`config.mk`:
```
export PLATFORM = sky130hd
export DESIGN_NAME = conv_layer_sequencer
export DESIGN_NICKNAME = d
export VERILOG_FILES = /design/src/rtl/conv_layer_sequencer.sv
export SDC_FILE = /design/constraint.sdc
export NUM_CORES = 1
export LEC_CHECK = 0
export BUFFER_PORTS_ARGS = -buffer_cell sky130_fd_sc_hd__buf_2
export CAP_MARGIN = 20
export CORE_MARGIN = 1.5
export CORE_UTILIZATION = 50
export CTS_BUF_LIST = sky130_fd_sc_hd__clkbuf_8
export DETAILED_ROUTE_END_ITERATION = 12
export HOLD_SLACK_MARGIN = 0.12
export PLACE_DENSITY = 0.84
export SYNTH_ARGS = -nofsm -noshare
export SYNTH_HDL_FRONTEND = slang
export SYNTH_SLANG_ARGS = --single-unit
```
`constraint.sdc`:
```
create_clock -name clk -period 22.6 [get_ports clk]
set_clock_uncertainty 0.1 [all_clocks]
set_input_delay 3.39 -clock clk [delete_from_list [all_inputs] [get_ports clk]]
set_output_delay 3.39 -clock clk [all_outputs]
set_load 0.02 [all_outputs]
```
`src/rtl/conv_layer_sequencer.sv`:
```
// Sequences a conv_layer through load, compute and drain. Define CONV_SEQ_RELU_EN to zero
// negative drained words (ReLU); undefined, drained words pass through unmodified.
module conv_layer_sequencer #(
    parameter int unsigned NUM_INPUTS   = 1,
    parameter int unsigned INPUT_DIM    = 5,
    parameter int unsigned NUM_OUTPUTS  = 1,
    parameter int unsigned KERNEL_DIM   = 3,
    parameter int unsigned DATA_SIZE    = 64,
    parameter int unsigned READ_LATENCY = 1
) (
    input  logic                 clk,
    input  logic                 rst,
    input  logic                 start,
    output logic                 busy,
    output logic                 done,
    input  logic                 in_valid,
    output logic                 in_ready,
    input  logic [DATA_SIZE-1:0] in_data,
    output logic                 want_write_weights,
    output logic                 want_write_bias,
    output logic                 want_write_act,
    output logic [DATA_SIZE-1:0] write_data,
    output logic [15:0]          in_index3,
    output logic [15:0]          in_index2,
    output logic [15:0]          in_index1,
    output logic [15:0]          in_index0,
    output logic                 compute,
    input  logic                 layer_output_valid,
    output logic [15:0]          read_outmem_index2,
    output logic [15:0]          read_outmem_index1,
    output logic [15:0]          read_outmem_index0,
    input  logic [DATA_SIZE-1:0] outmem_out_data,
    output logic                 out_valid,
    input  logic                 out_ready,
    output logic [DATA_SIZE-1:0] out_data,
    output logic                 out_last
);

    localparam int unsigned OUTPUT_DIM   = INPUT_DIM - KERNEL_DIM + 1;
    localparam int unsigned GUARD_CYCLES = 2;

    localparam logic [15:0] KMAX  = 16'(KERNEL_DIM - 1);
    localparam logic [15:0] IDMAX = 16'(INPUT_DIM - 1);
    localparam logic [15:0] ODMAX = 16'(OUTPUT_DIM - 1);
    localparam logic [15:0] NIMAX = 16'(NUM_INPUTS - 1);
    localparam logic [15:0] NOMAX = 16'(NUM_OUTPUTS - 1);

    typedef enum logic [3:0] {
        StIdle,
        StLoadW,
        StLoadB,
        StLoadA,
        StCompute,
        StWait,
        StDrainRd,
        StDrainOut,
        StDone
    } state_e;

    state_e state_q, state_d;

    // One shared index nest; its per-state limits give every phase its own loop order.
    logic [15:0] c0_q, c1_q, c2_q, c3_q;
    logic [15:0] c0_d, c1_d, c2_d, c3_d;
    logic [15:0] c0_n, c1_n, c2_n, c3_n;
    logic [15:0] lim0, lim1, lim2, lim3;
    logic        at0, at1, at2, at3, last;

    logic [15:0] lat_q, lat_d;

    logic                 ww_q, wb_q, wa_q;
    logic                 ww_d, wb_d, wa_d;
    logic [DATA_SIZE-1:0] wdata_q, wdata_d;
    logic [15:0]          idx3_q, idx2_q, idx1_q, idx0_q;
    logic [15:0]          idx3_d, idx2_d, idx1_d, idx0_d;
    logic [DATA_SIZE-1:0] odata_q, odata_d;
    logic [DATA_SIZE-1:0] captured;
    logic                 draining;

    always_comb begin
        lim0 = '0;
        lim1 = '0;
        lim2 = '0;
        lim3 = '0;
        case (state_q)
            StLoadW: begin
                lim0 = KMAX;
                lim1 = KMAX;
                lim2 = NOMAX;
                lim3 = NIMAX;
            end
            StLoadB: lim2 = NOMAX;
            StLoadA: begin
                lim0 = IDMAX;
                lim1 = IDMAX;
                lim2 = NIMAX;
            end
            StDrainRd, StDrainOut: begin
                lim0 = ODMAX;
                lim1 = ODMAX;
                lim2 = NOMAX;
            end
            default: ;
        endcase
    end

    always_comb begin
        at0  = (c0_q == lim0);
        at1  = (c1_q == lim1);
        at2  = (c2_q == lim2);
        at3  = (c3_q == lim3);
        last = at0 & at1 & at2 & at3;
        c0_n = at0 ? 16'd0 : c0_q + 16'd1;
        c1_n = at0 ? (at1 ? 16'd0 : c1_q + 16'd1) : c1_q;
        c2_n = (at0 & at1) ? (at2 ? 16'd0 : c2_q + 16'd1) : c2_q;
        c3_n = (at0 & at1 & at2) ? (at3 ? 16'd0 : c3_q + 16'd1) : c3_q;
    end

    always_comb begin
        captured = outmem_out_data;
`ifdef CONV_SEQ_RELU_EN
        if (outmem_out_data[DATA_SIZE-1]) begin
            captured = '0;
        end
`endif
    end

    assign in_ready = (state_q == StLoadW) || (state_q == StLoadB) || (state_q == StLoadA);
    assign draining = (state_q == StDrainRd) || (state_q == StDrainOut);

    always_comb begin
        state_d = state_q;
        c0_d    = c0_q;
        c1_d    = c1_q;
        c2_d    = c2_q;
        c3_d    = c3_q;
        lat_d   = lat_q;
        ww_d    = 1'b0;
        wb_d    = 1'b0;
        wa_d    = 1'b0;
        wdata_d = wdata_q;
        idx3_d  = idx3_q;
        idx2_d  = idx2_q;
        idx1_d  = idx1_q;
        idx0_d  = idx0_q;
        odata_d = odata_q;
        case (state_q)
            StIdle: begin
                if (start) begin
                    state_d = StLoadW;
                    c0_d    = '0;
                    c1_d    = '0;
                    c2_d    = '0;
                    c3_d    = '0;
                    lat_d   = '0;
                end
            end
            StLoadW, StLoadB, StLoadA: begin
                if (in_valid) begin
                    ww_d    = (state_q == StLoadW);
                    wb_d    = (state_q == StLoadB);
                    wa_d    = (state_q == StLoadA);
                    wdata_d = in_data;
                    idx3_d  = c3_q;
                    idx2_d  = c2_q;
                    idx1_d  = c1_q;
                    idx0_d  = c0_q;
                    c0_d    = c0_n;
                    c1_d    = c1_n;
                    c2_d    = c2_n;
                    c3_d    = c3_n;
                    if (last) begin
                        case (state_q)
                            StLoadW: state_d = StLoadB;
                            StLoadB: state_d = StLoadA;
                            default: state_d = StCompute;
                        endcase
                    end
                end
            end
            StCompute: begin
                state_d = StWait;
                lat_d   = '0;
            end
            StWait: begin
                // The layer may still show valid from the previous pass right after launch.
                if (lat_q < 16'(GUARD_CYCLES)) begin
                    lat_d = lat_q + 16'd1;
                end else if (layer_output_valid) begin
                    state_d = StDrainRd;
                    lat_d   = '0;
                end
            end
            StDrainRd: begin
                if (lat_q == 16'(READ_LATENCY)) begin
                    odata_d = captured;
                    state_d = StDrainOut;
                end else begin
                    lat_d = lat_q + 16'd1;
                end
            end
            StDrainOut: begin
                if (out_ready) begin
                    c0_d    = c0_n;
                    c1_d    = c1_n;
                    c2_d    = c2_n;
                    c3_d    = c3_n;
                    lat_d   = '0;
                    state_d = last ? StDone : StDrainRd;
                end
            end
            StDone:  state_d = StIdle;
            default: state_d = StIdle;
        endcase
    end

    always_ff @(posedge clk or posedge rst) begin
        if (rst) begin
            state_q <= StIdle;
            c0_q    <= '0;
            c1_q    <= '0;
            c2_q    <= '0;
            c3_q    <= '0;
            lat_q   <= '0;
            ww_q    <= 1'b0;
            wb_q    <= 1'b0;
            wa_q    <= 1'b0;
            wdata_q <= '0;
            idx3_q  <= '0;
            idx2_q  <= '0;
            idx1_q  <= '0;
            idx0_q  <= '0;
            odata_q <= '0;
        end else begin
            state_q <= state_d;
            c0_q    <= c0_d;
            c1_q    <= c1_d;
            c2_q    <= c2_d;
            c3_q    <= c3_d;
            lat_q   <= lat_d;
            ww_q    <= ww_d;
            wb_q    <= wb_d;
            wa_q    <= wa_d;
            wdata_q <= wdata_d;
            idx3_q  <= idx3_d;
            idx2_q  <= idx2_d;
            idx1_q  <= idx1_d;
            idx0_q  <= idx0_d;
            odata_q <= odata_d;
        end
    end

    assign busy               = (state_q != StIdle);
    assign done               = (state_q == StDone);
    assign compute            = (state_q == StCompute);
    assign want_write_weights = ww_q;
    assign want_write_bias    = wb_q;
    assign want_write_act     = wa_q;
    assign write_data         = wdata_q;
    assign in_index3          = idx3_q;
    assign in_index2          = idx2_q;
    assign in_index1          = idx1_q;
    assign in_index0          = idx0_q;
    assign read_outmem_index2 = draining ? c2_q : 16'd0;
    assign read_outmem_index1 = draining ? c1_q : 16'd0;
    assign read_outmem_index0 = draining ? c0_q : 16'd0;
    assign out_valid          = (state_q == StDrainOut);
    assign out_last           = (state_q == StDrainOut) && last;
    assign out_data           = odata_q;

endmodule

```
==> After elaboration in Yosys (flattened, before gate mapping) <==
Index checks and enable logic that the tools add are counted.
{ "word_totals": {"wordCells": 106, "latch_bits": 0, "n_memories": 0, "reg_bits": 279, "ram_bits": 0, "rom_bits": 0, "output_inout_bits": 249, "input_bits": 134} }
{ "op_classes": {"order_cmp": 1, "n_mux": 45, "shift": 0, "div": 0, "bitwise": 3, "addsub": 5, "reduce_logical": 17, "n_eq_ne": 20, "multipliers": 0} }
{ "ops": {"columns": ["op", "n"], "rows": [
  ["$mux 16", 23],
  ["$pmux 16 s3", 4],
  ["$add 16x1->16 const B", 5],
  ["$pmux 16 s5", 1],
  ["$eq 16x16->1", 2],
  ["$logic_not 16->1", 2],
  ["$mux 4", 8],
  ["$pmux 4 s6", 1],
  ["$eq 16x1->1 const B", 1],
  ["$eq 4x3->1 const B", 4],
  ["$lt 16x2->1 const B", 1],
  ["$ne 2x2->1 const B", 6],
  ["$pmux 3 s2", 2],
  ["$eq 4x2->1 const B", 2],
  ["$reduce_and 7->1", 1],
  ["$mux 1", 6],
  ["$reduce_or 3->1", 2],
  ["$reduce_and 5->1", 1],
  ["$reduce_bool 5->1", 1],
  ["$eq 4x1->1 const B", 1],
  ["$eq 4x4->1 const B", 1],
  ["$logic_not 4->1", 1],
  ["$ne 2x1->1 const B", 2],
  ["$reduce_and 2->1", 2],
  ["other kinds (7)", 11]
]} }

==> Longest topological paths before layout <==
{ "depth": {"depth_word": 10, "depth_mapped": 10, "mapped_depth_nobuf": 8} }

==> Worst setup path before layout <==
Ideal clock, no wire load.
{ "synth_timing": {"path_kind": "register -> output", "startpoint": "reg state_q[1]", "endpoint": "out out_last", "required_time_ps": 19110, "t_arrival_ps": 1724, "path_buffers": 1, "stages_incl_launch_ff": 7, "slack_ps": 17386, "cell_sequence": "dfrtp_1 > buf_2 > or4b_4 > nand3_1 > nand4_1 > nor3_1 > and2_1"} }
{ "synth_via": {"elab_chain_len": 8, "elab_cells_between_ends": 12, "cone_classes": "6 x eq/ne; 1 x mux; 3 x bitwise; 2 x reduce/logical"} }
{ "synth_lines": {"columns": ["item", "line_no", "rtl"], "rows": [
  ["start: declaration", "60", "state_e state_q, state_d;"],
  ["start signal: assignment", "219", "state_q <= StIdle;"],
  ["start signal: assignment", "235", "state_q <= state_d;"],
  ["$eq 4x3->1 (tied with other cells)", "85, 268", null],
  ["$reduce_or 3->1 (no line)", null, null],
  ["$pmux 3 s2", "85", "case (state_q)"],
  ["$eq 16x16->1 (on tied branches)", "108, 109", null],
  ["$and 1x1->1 (3 in a row)", "112", "last = at0 & at1 & at2 & at3;"],
  ["$logic_and 1x1->1 (*)", "268", "assign out_last = (state_q == StDrainOut) && last;"],
  ["end: declaration", "36", "output logic out_last"]
]} }
Every way passes the cells marked *; elsewhere a longest branch is shown, timed or not.

==> Worst setup path in the final report <==
{ "layout_timing": {"startpoint": "reg state_q[1]", "endpoint": "out read_outmem_index1[11]"} }
{ "layout_via": {"elab_chain_len": 3, "elab_cells_between_ends": 4, "cone_classes": "2 x eq/ne; 1 x mux; 1 x reduce/logical"} }
{ "layout_lines": {"columns": ["item", "line_no", "rtl"], "rows": [
  ["$eq 4x3->1", "129", "assign draining = (state_q == StDrainRd) || (state_q == StDrainOut);"],
  ["$logic_or 1x1->1 (*)", "129", null],
  ["$mux 16 (*)", "265", "assign read_outmem_index1 = draining ? c1_q : 16'd0;"],
  ["end: declaration", "30", "output logic [15:0] read_outmem_index1,"]
]} }
Marks and branches as above.

==> metrics.txt <==
pin count of the biggest net entering global routing 137; vias per cell ~5.7; Core Area 24500 um^2; Unique masters post-synth 55; CP Max Fanout 30; GRT Total Usage 0.259; Post-synth EDFFs 0; internal reg-to-reg setup slack ~19 ns; Root Buffer clkbuf_8; Starting DRT DRC Count 669; HPWL Detailed 23600 um; worst r2r src state_q[2]$_DFFE_PP0P_; top_reg_cell synth dfrtp_1; TNS Setup 0 ns; Critical Path End Type primary output; Hold Path Stages 1; max-slew violation count 0; Final Hold Vio Count 0; Post-CTS Setup Inserts 0; max-cap violation count 0; Synth area leader dfrtp_1; syn nets 1205; area delta synth->final 24.1%; power density cells 71.8 nW/um^2; port bufs 382; Worst Path Arrival 2.75 ns; CTS tree built; gr ovfl total 0; final setup violation count 0; die width 161 um; first-pass GRT wire length between 50000 and 60000 um; commonest cells after routing, fill and taps aside buf_2, dfrtp_1, mux2_2; Num CTS Buffers 47; Worst Tran Pin Value ~0.95 ns; starting density of the core 0.513; Finished Cell Area 15600 um^2; drt wl/cell 18.9 um; Critical Path RT 19.11 ns; fill count 1930; drt pass-1 iters 5; hold buffer count at cts 0; most common cell after layout, fill and taps aside buf_2; Synth Register Bits 279; ranking of synthesized cells by area dfrtp_1, mux2_2, and3_1, o21ai_0, o31ai_1; gpl congestion 0.845; DRT Wirelength around 34000 um; leakage 0.00812 uW; DRC 0; initial antenna violation count 7; Hold Path Class register to register; fraction of layout cells with a size suffix above 1 0.455; startpoint types register; worst-skew pair later-pin latency 0.56 ns; Ys Warns 0; Clock Tree Buf Depth 3; Max-Slew Margin vs Limit 0.366; die height 161 um; Hold EP write_data[60]$_DFFE_PP0P_; FMAX about 160 MHz; area of the multi-input gates about 5200 um^2; Rows 57; ys async rst share 1.00; kind of critical path register to primary output; outcome finished, final reports clean; die area 26000 um^2; CTS resizes 0; sequential share of the synthesized area 0.557; worst r2r dst c3_q[9]$_DFFE_PP0P_; Reg2Reg Depth 7; io pins 383; Synth top area share 0.557; CTS Sinks 279; vias in the first global route 10014; Reg area 6980 um^2; maximum vdd ir drop 0.0000514 V; unrepaired setup endpoints after global routing no; H-tree depth 2; antenna-violating nets left 0; fin nets 1578; routed vias 10166; Synth Cell Area 12500 um^2; period utilization 0.276; fin util 0.636; DP Area 14700 um^2; min-delay src write_data[60]$_DFFE_PP0P_; Period minus WS final 6.24 ns; Syn Inst Count 1063; Syn Area/Cell 11.8 um^2; clock slew at reported path FFs 0.06 ns
-- logic make-up (layout without fill, tap and decap cells) --
kind of cell / after synthesis / count (layout) / share of synthesized area
muxes: 193 / 193 / 0.173
DFF: 279 / 279 / 0.557
buffers and inverters: 82 / 486 / 0.0265
other: 0 / 3 / 0
and+or+nand+nor: 335 / 335 / 0.147
AOI/OAI and AO/OA: 152 / 152 / 0.0787
xor gates and xnor gates: 14 / 14 / 0.00978
adders and majority gates: 8 / 8 / 0.00798
-- worst max-delay path by stage --
stage                                       from                endpoint  slack (ns)  cells after the start
final                     state_q[1]$_DFFE_PP0P_  read_outmem_index1[11]       16.36                      5
after global placement                       rst    lat_q[9]$_DFFE_PP0P_       16.41                      4
after floorplan                              rst     c0_q[0]$_DFFE_PP0P_       11.42                      1
after CTS                 state_q[2]$_DFFE_PP0P_                out_last       16.35                      7
after global routing      state_q[2]$_DFFE_PP0P_                out_last       16.14                      7
after detailed placement                     rst   lat_q[10]$_DFFE_PP0P_       16.38                      4
-- report_power, final --
group / internal (uW) / switching (uW) / total, uW
Clock: 228 / 199 / 427
Sequential: 524 / 24.0 / 548
Combinational: 53.7 / 88.3 / 142
-- worst max-delay path, cell delays in order (launching register included) --
cell and delay, ns:
dfrtp_1 0.68, inv_1 0.20, nor2_2 0.52, buf_4 0.38, and3_1 0.22, buf_2 0.20
-- routing by layer --
metal / up-vias / routed length [um] / global-route usage
li1: 4635 / - / -
met1: 5016 / 13100 / 0.317
met2: 430 / 16800 / 0.427
met3: 81 / 2880 / 0.0788
met4: 4 / 1160 / 0.103
met5: - / 30 / 0
-- Yosys cell counts (all sizes together) (2+ instances only) --
cell / instances
o21ai: 71
or2: 4
a41oi: 2
a21oi: 16
nor2: 58
a41o: 2
mux2: 193
inv: 17
clkbuf: 51
nor3b: 3
or3: 2
xnor2: 11
nor3: 18
a21boi: 2
nor4: 23
a21o: 4
ha: 8
or4: 10
and3b: 3
a31oi: 4
o31ai: 33
nand2: 51
o41ai: 8
and4: 5
and2: 12
nor4b: 2
dfrtp: 279
nand3: 42
nand2b: 10
nor2b: 5
buf: 14
and3: 60
nand3b: 4
nand4: 21
xor2: 3
-- layout make-up --
| class | count | area share |
|---|---|---|
| Multi-Input combinational cell | 702 | 0.337 |
| Sequential cell | 279 | 0.449 |
| Clock inverter | 23 | 0.00684 |
| Timing Repair Buffer | 389 | 0.126 |
| Antenna cell | 3 | 0.000482 |
| Inverter | 17 | 0.00458 |
| Tap cell | 324 | 0.0261 |
| Clock buffer | 57 | 0.0504 |
-- metrics by stage --
step | instances | total power, uW | setup WS (ns) | hold WS, ns
3_5_place_dp | 1711 | 699 | 16.38 | 0.389
5_1_grt | 1793 | 1170 | 16.14 | 0.415
3_3_place_gp | 1711 | 693 | 16.41 | 0.384
4_1_cts | 1791 | 1130 | 16.35 | 0.403
6_report | 1794 | 1120 | 16.36 | 0.399
2_1_floorplan | 1063 | 643 | 11.42 | 0.368
No activity file was read; power rests on OpenSTA's default activity.
